===== src/rtl/instruction_fetch_unit_pkg.sv =====
// ---------------------------------------------------------------------------
// instruction_fetch_unit_pkg
//   Shared instruction-set definitions for the fetch unit and its neighbours:
//   opcode constants, instruction field bit positions, register indices and
//   a helper that assembles a 28-bit instruction word from its fields.
//   Instruction layout: opcode[27:24] dst[23:16] src1[15:8] src0[7:0];
//   the STO literal occupies [15:0].
// ---------------------------------------------------------------------------
package instruction_fetch_unit_pkg;

    // Field bit positions inside the 28-bit instruction word
    localparam int OPC_MSB  = 27;
    localparam int OPC_LSB  = 24;
    localparam int DST_MSB  = 23;
    localparam int DST_LSB  = 16;
    localparam int SRC1_MSB = 15;
    localparam int SRC1_LSB = 8;
    localparam int SRC0_MSB = 7;
    localparam int SRC0_LSB = 0;
    localparam int IMM_MSB  = 15;
    localparam int IMM_LSB  = 0;

    // Opcodes
    localparam logic [3:0] OP_NOP = 4'd0;
    localparam logic [3:0] OP_STO = 4'd1;
    localparam logic [3:0] OP_ADD = 4'd2;
    localparam logic [3:0] OP_SUB = 4'd3;
    localparam logic [3:0] OP_BLE = 4'd4;
    localparam logic [3:0] OP_JMP = 4'd5;
    localparam logic [3:0] OP_LED = 4'd6;

    // Register indices
    localparam logic [7:0] R0 = 8'd0;
    localparam logic [7:0] R1 = 8'd1;
    localparam logic [7:0] R2 = 8'd2;
    localparam logic [7:0] R3 = 8'd3;
    localparam logic [7:0] R4 = 8'd4;
    localparam logic [7:0] R5 = 8'd5;
    localparam logic [7:0] R6 = 8'd6;
    localparam logic [7:0] R7 = 8'd7;

    function automatic logic [27:0] make_instr(input logic [3:0] op,
                                               input logic [7:0] dst,
                                               input logic [7:0] src1,
                                               input logic [7:0] src0);
        return {op, dst, src1, src0};
    endfunction

endpackage


===== src/rtl/instruction_fetch_unit.sv =====
// ---------------------------------------------------------------------------
// instruction_fetch_unit
//   Reader side of the combinational instruction ROM. Owns the program
//   counter, drives the ROM address, registers the returned word (one IR
//   stage) and slices it into decoded fields for the execute stage.
//   Handles stall, taken-branch redirect with a one-bubble flush, and 16-bit
//   PC wrap-around.
//
//   Optional feature macro: FETCH_JMP_SHORTCUT_EN
//     defined   : JMP is resolved here; PC jumps to the zero-extended dst
//                 field and the JMP slot is marked invalid (never issued).
//     undefined : JMP is issued like any other instruction and execute
//                 redirects through iBranchTaken.
//
// Ports
//   Clock          in   single clock, rising edge
//   Reset          in   synchronous, active-low
//   oInstrAddress  out  ROM address (equal to PC)
//   iInstruction   in   ROM data for oInstrAddress
//   iStall         in   execute not ready: hold PC and issued instruction
//   iBranchTaken   in   taken branch resolved in execute
//   iBranchTarget  in   redirect address, valid with iBranchTaken
//   oValid         out  decoded outputs carry a live instruction
//   oInstrPC       out  fetch address of the issued instruction
//   oOpcode        out  IR[27:24]
//   oDestination   out  IR[23:16]
//   oSourceAddr1   out  IR[15:8]
//   oSourceAddr0   out  IR[7:0]
//   oImmediate     out  IR[15:0]
// ---------------------------------------------------------------------------
module instruction_fetch_unit
    import instruction_fetch_unit_pkg::*;
#(
    parameter int                    ADDR_WIDTH  = 16,
    parameter int                    INSTR_WIDTH = 28,
    parameter logic [ADDR_WIDTH-1:0] RESET_PC    = '0
) (
    input  logic                   Clock,
    input  logic                   Reset,
    output logic [ADDR_WIDTH-1:0]  oInstrAddress,
    input  logic [INSTR_WIDTH-1:0] iInstruction,
    input  logic                   iStall,
    input  logic                   iBranchTaken,
    input  logic [ADDR_WIDTH-1:0]  iBranchTarget,
    output logic                   oValid,
    output logic [ADDR_WIDTH-1:0]  oInstrPC,
    output logic [3:0]             oOpcode,
    output logic [7:0]             oDestination,
    output logic [7:0]             oSourceAddr1,
    output logic [7:0]             oSourceAddr0,
    output logic [15:0]            oImmediate
);

    logic [ADDR_WIDTH-1:0]  r_pc_p0;
    logic [INSTR_WIDTH-1:0] r_ir_p1;
    logic [ADDR_WIDTH-1:0]  r_instr_pc_p1;
    logic                   r_vld_p1;

    logic [ADDR_WIDTH-1:0]  w_pc_inc;
    logic [ADDR_WIDTH-1:0]  w_pc_next;
    logic                   w_issue;

    // Natural-width add wraps 16'hFFFF to 16'h0000.
    assign w_pc_inc = r_pc_p0 + ADDR_WIDTH'(1);

`ifdef FETCH_JMP_SHORTCUT_EN
    logic w_is_jmp;

    // A JMP in the fetch slot redirects immediately and is not issued, so
    // it costs no bubble beyond its own slot.
    assign w_is_jmp  = (iInstruction[OPC_MSB:OPC_LSB] == OP_JMP);
    assign w_pc_next = w_is_jmp ? ADDR_WIDTH'(iInstruction[DST_MSB:DST_LSB]) : w_pc_inc;
    assign w_issue   = ~w_is_jmp;
`else
    assign w_pc_next = w_pc_inc;
    assign w_issue   = 1'b1;
`endif

    // Stage p0 -> p1: PC update and IR capture
    // Priority: reset, taken branch (even under stall), stall, normal fetch.
    always_ff @(posedge Clock) begin
        if (!Reset) begin
            r_pc_p0       <= RESET_PC;
            r_ir_p1       <= '0;
            r_instr_pc_p1 <= '0;
            r_vld_p1      <= 1'b0;
        end else if (iBranchTaken) begin
            r_pc_p0  <= iBranchTarget;
            r_ir_p1  <= '0;
            r_vld_p1 <= 1'b0;
        end else if (!iStall) begin
            r_ir_p1       <= iInstruction;
            r_instr_pc_p1 <= r_pc_p0;
            r_vld_p1      <= w_issue;
            r_pc_p0       <= w_pc_next;
        end
    end

    // Stage p1 outputs: pure slices of IR
    assign oInstrAddress = r_pc_p0;
    assign oValid        = r_vld_p1;
    assign oInstrPC      = r_instr_pc_p1;
    assign oOpcode       = r_ir_p1[OPC_MSB:OPC_LSB];
    assign oDestination  = r_ir_p1[DST_MSB:DST_LSB];
    assign oSourceAddr1  = r_ir_p1[SRC1_MSB:SRC1_LSB];
    assign oSourceAddr0  = r_ir_p1[SRC0_MSB:SRC0_LSB];
    assign oImmediate    = r_ir_p1[IMM_MSB:IMM_LSB];

endmodule


===== config.mk =====
export PLATFORM = sky130hd
export DESIGN_NAME = instruction_fetch_unit
export DESIGN_NICKNAME = d
export VERILOG_FILES = /design/src/rtl/instruction_fetch_unit_pkg.sv /design/src/rtl/instruction_fetch_unit.sv
export SDC_FILE = /design/constraint.sdc
export NUM_CORES = 1
export LEC_CHECK = 0
export ABC_AREA = 1
export CORE_MARGIN = 2
export CORE_UTILIZATION = 42
export DETAILED_ROUTE_END_ITERATION = 8
export PLACE_DENSITY = 0.81
export SYNTH_ARGS = -nofsm -noshare
export SYNTH_HDL_FRONTEND = slang
export SYNTH_SLANG_ARGS = --single-unit

===== constraint.sdc =====
create_clock -name Clock -period 1.8 [get_ports Clock]
set_input_delay 0.27 -clock Clock [delete_from_list [all_inputs] [get_ports Clock]]
set_output_delay 0.27 -clock Clock [all_outputs]
set_load 0.05 [all_outputs]

Yosys cells after proc, flatten, opt, wreduce, memory -nomap -nowiden:

Cells that the tools add are included.

* input port bits: 48
* flip-flop bits (word level): 61
* word-level logic and storage cells: 13
* output and inout port bits: 77

* muxes and demuxes: 2
* bitwise logic cells: 3
* $add $sub $neg: 1
* reductions and logical operators: 2
* equal/unequal tests: 1

Operator list (count)
* $mux 16: 2
* $add 16x1->16 const B: 1
* $not 1->1: 3
* $ne 2x1->1 const B: 1
* $reduce_and 2->1: 1
* $reduce_or 2->1: 1

Logic depth before layout (Yosys ltp):

Gate-level depths: netlist of the first run.

* depth after elaboration: 3
* depth in mapped cells: 9

Least setup slack after synthesis of the first run:

OpenSTA, ideal clock, no wires.

* path kind: register to register
* start point: register r_pc_p0[1], in the netlist oInstrAddress[1]
* end point: register r_pc_p0[14], in the netlist oInstrAddress[14]
* data required time: 1690 ps
* setup slack: 121 ps
* cell stages (with the launch flop): 9
* arrival time: 1570 ps
* clock period less this slack: 1679 ps
* cell sequence: dfxtp_1 > ha_1 > nand3_1 > nor2_2 > nand3_1 > nand2_1 > nand3b_1 > nand2_1 > inv_1

* longest elaborated chain between the ends: 3

RTL lines
* start, declared: line instruction_fetch_unit.sv:54 `logic [ADDR_WIDTH-1:0] r_pc_p0;`
* start signal, assigned: line instruction_fetch_unit.sv:88 `r_pc_p0 <= iBranchTarget;`
* start signal, assigned: line instruction_fetch_unit.sv:95 `r_pc_p0 <= w_pc_next;`
* $add 16x1->16: line instruction_fetch_unit.sv:64 `assign w_pc_inc = r_pc_p0 + ADDR_WIDTH'(1);`
* $mux 16: line instruction_fetch_unit.sv:91 `end else if (!iStall) begin`
* $mux 16: line instruction_fetch_unit.sv:87 `end else if (iBranchTaken) begin`

Every way passes these cells. The select of a mux whose other input is x is not followed.
A chain may end at the register's enable or synchronous reset.

Final worst setup path of the first run:

* start point: register r_ir_p1[14]
* end point: output oImmediate[14]

RTL lines
* start, declared: line instruction_fetch_unit.sv:55 `logic [INSTR_WIDTH-1:0] r_ir_p1;`
* start signal, assigned: line instruction_fetch_unit.sv:92 `r_ir_p1 <= iInstruction;`
* end, declared: line instruction_fetch_unit.sv:51 `output logic [15:0] oImmediate`

No word-level cell between the ends.

==> metrics.yaml, run 1 <==
coreArea_um2: 6390
syn_nets: 449
viasPerCell: 4.98
cts-root-buf: "clkbuf_8"
p_seq_share_pct: 40.9
grt_max_degree: 30
power_frac_clock_pct: 38.6
die_y_um: 85.3
critPathLaunchType: "flop"
synth.distinct_cells: 26
internal_power_w: 0.00254
dp.cells: 577
cp_data_arrival_time_ns: 1.50
syn_to_final_growth_pct: 51.4
fin_cells: 593
grt_pass1_vias: 2735
synthTopCellsByArea: "dfxtp_1 44%, nand2_1 15%, nor2_1 6.6%"
post_cts_buffers: 0
num_vias: 2955
finalNetCount: 560
first_pass_iters: 5
required_ns: 1.53
total_leakage_power_nw: 2.15
maxSlewHeadroom_pct: 65.5
ir_drop_v: 0.000518
min_to: "r_ir_p1[21]"
clock_path_buffers: 2
setup_violations: 0
ant_nets: 0
numCtsBuffers: 9
finalCritPeriodShare_pct: 98.3
cts_sinks: 61
r2r_start: "oInstrAddress[1]"
worst_slew_pin_slew_ns: 0.516
synth-edff-count: 0
ys_warn_count: 0
worstHoldPathCells: 2
final_hold_viol_count: 0
synthCells: 400
routedWlPerCell_um: 13.9
critPathMaxFanout: 3
period_minus_slack_ns: 1.77
hp-start: "r_ir_p1[21]"
pwr-share-comb_pct: 20.5
drcViolationCount: 0
crit_path_cell_trace: "clkdlybuf4s50_1"
insertion_delay_ns: 0.33
ios: 125
die_x_um: 85.3
synth.most_common_cell: "nand2_1"
yosysTopAreaCell: "dfxtp_1"
track_usage_pct: 22.5
std_cell_rows: 29
syn_area_per_cell_um2: 6.94
antenna_found_initial: 0
slew_viol_final: 0
drive_gt1_share_pct: 10.5
slowest_delay_ns: 0.81
synth_area_um2: 2780
diodes: 0
rr_worst_depth: 8
max_freq_mhz: 565
endpoint_kind: "output pin"
worst_r2r_endpoint: "oInstrAddress[14]"
cp-startpoint: "r_ir_p1[14]"
switching_share_pct: 29.2
crit_buf_inv: 1
ys_seq_area_share_pct: 44.0
ff2ff_setup_slack_ns: 0.28
fin_skew_ns: 0.00353
drt-initial-drc-count: 233
worst_slack_ns: 0.0306
totalWireLength_um: 8220
cp_top_family: "buffers and inverters"
ys_seq_elements: 61
post-dp-hpwl_um: 5990
dieArea_um2: 7270
portBuffers: 124
path_class: "flop to output pin"
pre_cts_slack_ns: 0.0184
p_per_area_nw_per_um2: 855
hold_path_class: "flop to flop"
grt_pass1_wl_um: 13200
synth_commonest_cells: "114 x nand2_1, 61 x dfxtp_1, 49 x nor2_1, 35 x inv_1, 30 x a21oi_1"
cts_max_level: 3
synthArstFlopShare_pct: 0
initial_utilization_pct: 43.5
switching_power_w: 0.00105
ys_dominant_reg_cell: "dfxtp_1"
cts_tree: "yes"
outcome: "finished, final reports clean"
synth_top_area_share_pct: 44.0
cts.clk_slew.worst_paths_ns: 0.07
overflow: 0
maxCapViolations: 0
gp_congestion: 0.888
crit_path_top_delay_cell: "clkdlybuf4s50_1"
==> per-stage QoR <==
step | area [um^2] | TNS, ns | hold slack (ns) | utilization [%] | power (W)
6_report | 4200 | 0 | 0.465 | 65.8 | 0.00359
5_1_grt | 4200 | -0.000539 | 0.494 | 65.8 | 0.00373
4_1_cts | 4150 | 0 | 0.469 | 65.0 | 0.00361
3_5_place_dp | 3940 | 0 | 0.459 | 61.6 | 0.00224
3_3_place_gp | 3940 | 0 | 0.453 | 61.6 | 0.00223
2_1_floorplan | 2780 | 0 | 0.415 | - | 0.00195
==> registers in the layout, summed over array words and instances, names as in the netlist <==
register,cells
oInstrPC,16
oInstrAddress,16
oValid,1
r_ir_p1,28
==> cell type report <==
cell class	instances	area, um^2
Sequential cell	61	1220
Multi-Input combinational cell	267	1200
Timing Repair Buffer	134	1310
Fill cell	564	2180
Tap cell	77	96.3
Clock inverter	3	67.6
Inverter	38	145
Clock buffer	13	159
==> how the worst max path moves through the flow <==
stage                              endpoint  slack, ns  cells after the start
after floorplan           oInstrAddress[14]       0.12                      8
after global placement         oInstrPC[11]       0.07                      5
after detailed placement  oInstrAddress[11]       0.02                      8
after CTS                   oSourceAddr1[4]      0.002                      1
after global routing        oSourceAddr0[3]    -0.0005                      1
final                        oImmediate[14]       0.03                      1
==> timing repair <==
item / CTS / global route
resized for setup: 8 / 20
endpoints found under the setup margin: 9 / 22
pin swaps: 0 / 0
hold buffers: 0 / 0
==> layout by cell type, fill, tap and decap left out, types with 2 or more instances in the layout <==
cell,netlist,final
a211oi_1,5,5
dfxtp_1,61,61
nor2_1,49,49
nor2_2,2,2
buf_4,17,32
a21oi_1,30,30
o21ai_1,11,11
clkdlybuf4s50_1,0,73
nand2_1,114,114
clkbuf_1,7,2
dlymetal6s2s_1,0,20
nand4_1,5,5
inv_2,2,2
nand3_1,23,23
clkbuf_8,0,11
inv_1,35,35
nor3_1,6,6
dlygate4sd2_1,0,8
bufinv_16,0,2
o21ai_0,8,8
nand3b_1,8,8
==> power by group through the flow <==
stage                     clock [W]  combinational, W  sequential, W
after global placement            0          0.000729        0.00150
after CTS                   0.00141          0.000738        0.00147
final                       0.00139          0.000735        0.00147
after detailed placement          0          0.000738        0.00150
after floorplan                   0          0.000240        0.00171
after global routing        0.00147          0.000783        0.00148
==> kinds of logic after synthesis <==
kind of cell / Yosys count / share of synthesized area [%]
buffers and inverters: 72 / 12.7
XOR/XNOR: 1 / 0.316
AO/OA/AOI/OAI: 56 / 10.7
flip-flops: 61 / 44.0
AND/OR/NAND/NOR: 209 / 31.8
adder cells (fa/ha/maj): 1 / 0.451
==> layer usage <==
layer,share of wire (%),wire [um],GRT usage (%)
met1,44,3580,29.8
met2,47,3870,35.9
met3,7.0,575,4.18
met4,2.3,191,9.96
met5,0,0,0
(Power assumes the default switching activity.)
==> run 2, diff against run 1 <==
- GPL_TIMING_DRIVEN: unset -> 0
==> run 2 against run 1 <==
  * Register-to-register slack hardly changed
  * Count of clock-buffer cells in the layout is 4 lower
  * Die area stayed put
  * Clock skew is 0.0077 ns higher
  * First-iteration DRC count is 13% lower
  * Critical path type unchanged
  * Largest power group unchanged
  * Highest routed layer unchanged
==> metrics.yaml, run 2 (same netlist as run 1, synthesis figures left out) <==
endpoint_kind: "output pin"
max_freq_mhz: 559
viasPerCell: 5.01
fin_util_pct: 67.7
finalCritPeriodShare_pct: 99.4
clock_path_buffers: 2
hold_path_class: "input port to flop"
largest_register_ffs: 28
largest-register: "r_ir_p1"
final_hold_viol_count: 0
cts_max_level: 3
total_leakage_power_nw: 2.26
cp_data_arrival_time_ns: 1.52
portBuffers: 123
insertion_delay_ns: 0.34
routedWlPerCell_um: 14.1
dpl-instance-area_um2: 4100
cp-startpoint: "oInstrAddress[15]"
crit_path_top_delay_cell: "clkdlybuf4s50_1"
ir_drop_v: 0.000580
required_ns: 1.53
outcome: "finished, final reports clean"
critPathMaxFanout: 3
final_common_cell: "nand2_1"
worst_slew_pin_slew_ns: 0.541
fin_skew_ns: 0.0112
ctsHoldBuffers: 0
drcViolationCount: 0
maxSlewHeadroom_pct: 63.8
crit_buf_inv: 1
wl_met2_um: 4110
totalWireLength_um: 8710
track_usage_pct: 23.4
initial_utilization_pct: 43.5
rsz0062_at_grt: "false"
syn_to_final_growth_pct: 55.8
gp_congestion: 0.894
n_fill_cell: 572
drt-initial-drc-count: 203
path_class: "flop to output pin"
drive_gt1_share_pct: 8.91
period_minus_slack_ns: 1.79
maxCapViolations: 0
cts.clk_slew.worst_paths_ns: 0.08
antenna_found_initial: 0
finalNetCount: 583
grt_max_degree: 12
fin_hold_ws_ns: 0.333
multiInputGateArea_um2: 1200
critPathLaunchType: "flop"
tns_ns: 0
coreArea_um2: 6390
wl_met3_um: 734
cts-root-buf: "clkbuf_8"
ant_nets: 0
crit_path_cell_trace: "clkdlybuf4s50_1"
layout_common_cells: "114 x nand2_1, 73 x clkdlybuf4s50_1, 61 x dfxtp_1, 49 x nor2_1, 35 x inv_1"
cp_top_family: "buffers and inverters"
overflow: 0
cts_sinks: 61
setup_violations: 0
dieArea_um2: 7270
r2r_start: "oInstrAddress[1]"
p_per_area_nw_per_um2: 819
wl_met1_um: 3570
ios: 125
die_x_um: 85.3
std_cell_rows: 29
cts_tree: "yes"
grt_pass1_vias: 2797
post_cts_buffers: 0
die_y_um: 85.3
slowest_delay_ns: 0.82
num_vias: 3087
maxUsedRoutingLayer: "met4"
first_pass_iters: 5
grt_pass1_wl_um: 13500
numCtsBuffers: 9
post-dp-hpwl_um: 6420
design_area_um2: 4320
slew_viol_final: 0
seq_area_um2: 1220
diodes: 0
hp-start: "iBranchTaken"
==> run 2: path summary, 6_finish.rpt <==
kind / cells past startpoint / slack, ns / to
max: 1 / 0.01 / oInstrAddress[15]
min: 3 / 0.33 / oInstrAddress[2]
max reg2reg: 8 / 0.29 / oInstrAddress[12]
min reg2reg: 2 / 0.47 / r_ir_p1[22]
==> run 2: timing repair <==
item | CTS | global route
endpoints found under the setup margin | 31 | 19
cloned | 0 | 0
resized for setup | 31 | 19
endpoints found under the hold margin | 0 | 0
==> run 2: where the power goes <==
| group | internal (W) | total (W) | switching (W) |
|---|---|---|---|
| sequential | 0.00141 | 0.00147 | 0.0000535 |
| combinational | 0.000272 | 0.000742 | 0.000470 |
| clock | 0.000774 | 0.00133 | 0.000556 |
| total | 0.00246 | 0.00354 | 0.00108 |
==> run 2: through the flow <==
stage	worst slack, ns	power (W)	std cells
floorplan	0.121	0.00195	400
global placement	0.110	0.00225	600
detailed placement	0.0810	0.00226	600
CTS	0.00277	0.00354	616
global route	0.00163	0.00367	616
finish	0.0112	0.00354	616
==> run 2: per-layer routing <==
metal | vias up | track usage [%]
met1 | 1383 | 30.0
met2 | 155 | 37.1
met4 | 0 | 13.0
met3 | 25 | 4.18
li1 | 1524 | -
met5 | - | 0
==> run 2: cell type report <==
class | count | share of cell area [%]
Clock buffer | 9 | 2.86
Multi-Input combinational cell | 267 | 27.8
Sequential cell | 61 | 28.2
Tap cell | 77 | 2.23
Clock inverter | 7 | 2.05
Buffer | 34 | 4.80
Inverter | 38 | 3.36
Timing Repair Buffer | 123 | 28.7
==> run 2: worst register-to-register path, delay by kind of cell (launching register included) <==
family | cells | cell delay, ns
adders and majority gates | 1 | 0.23
buffers and inverters | 1 | 0.04
DFF | 1 | 0.42
and+or+nand+nor | 6 | 0.72
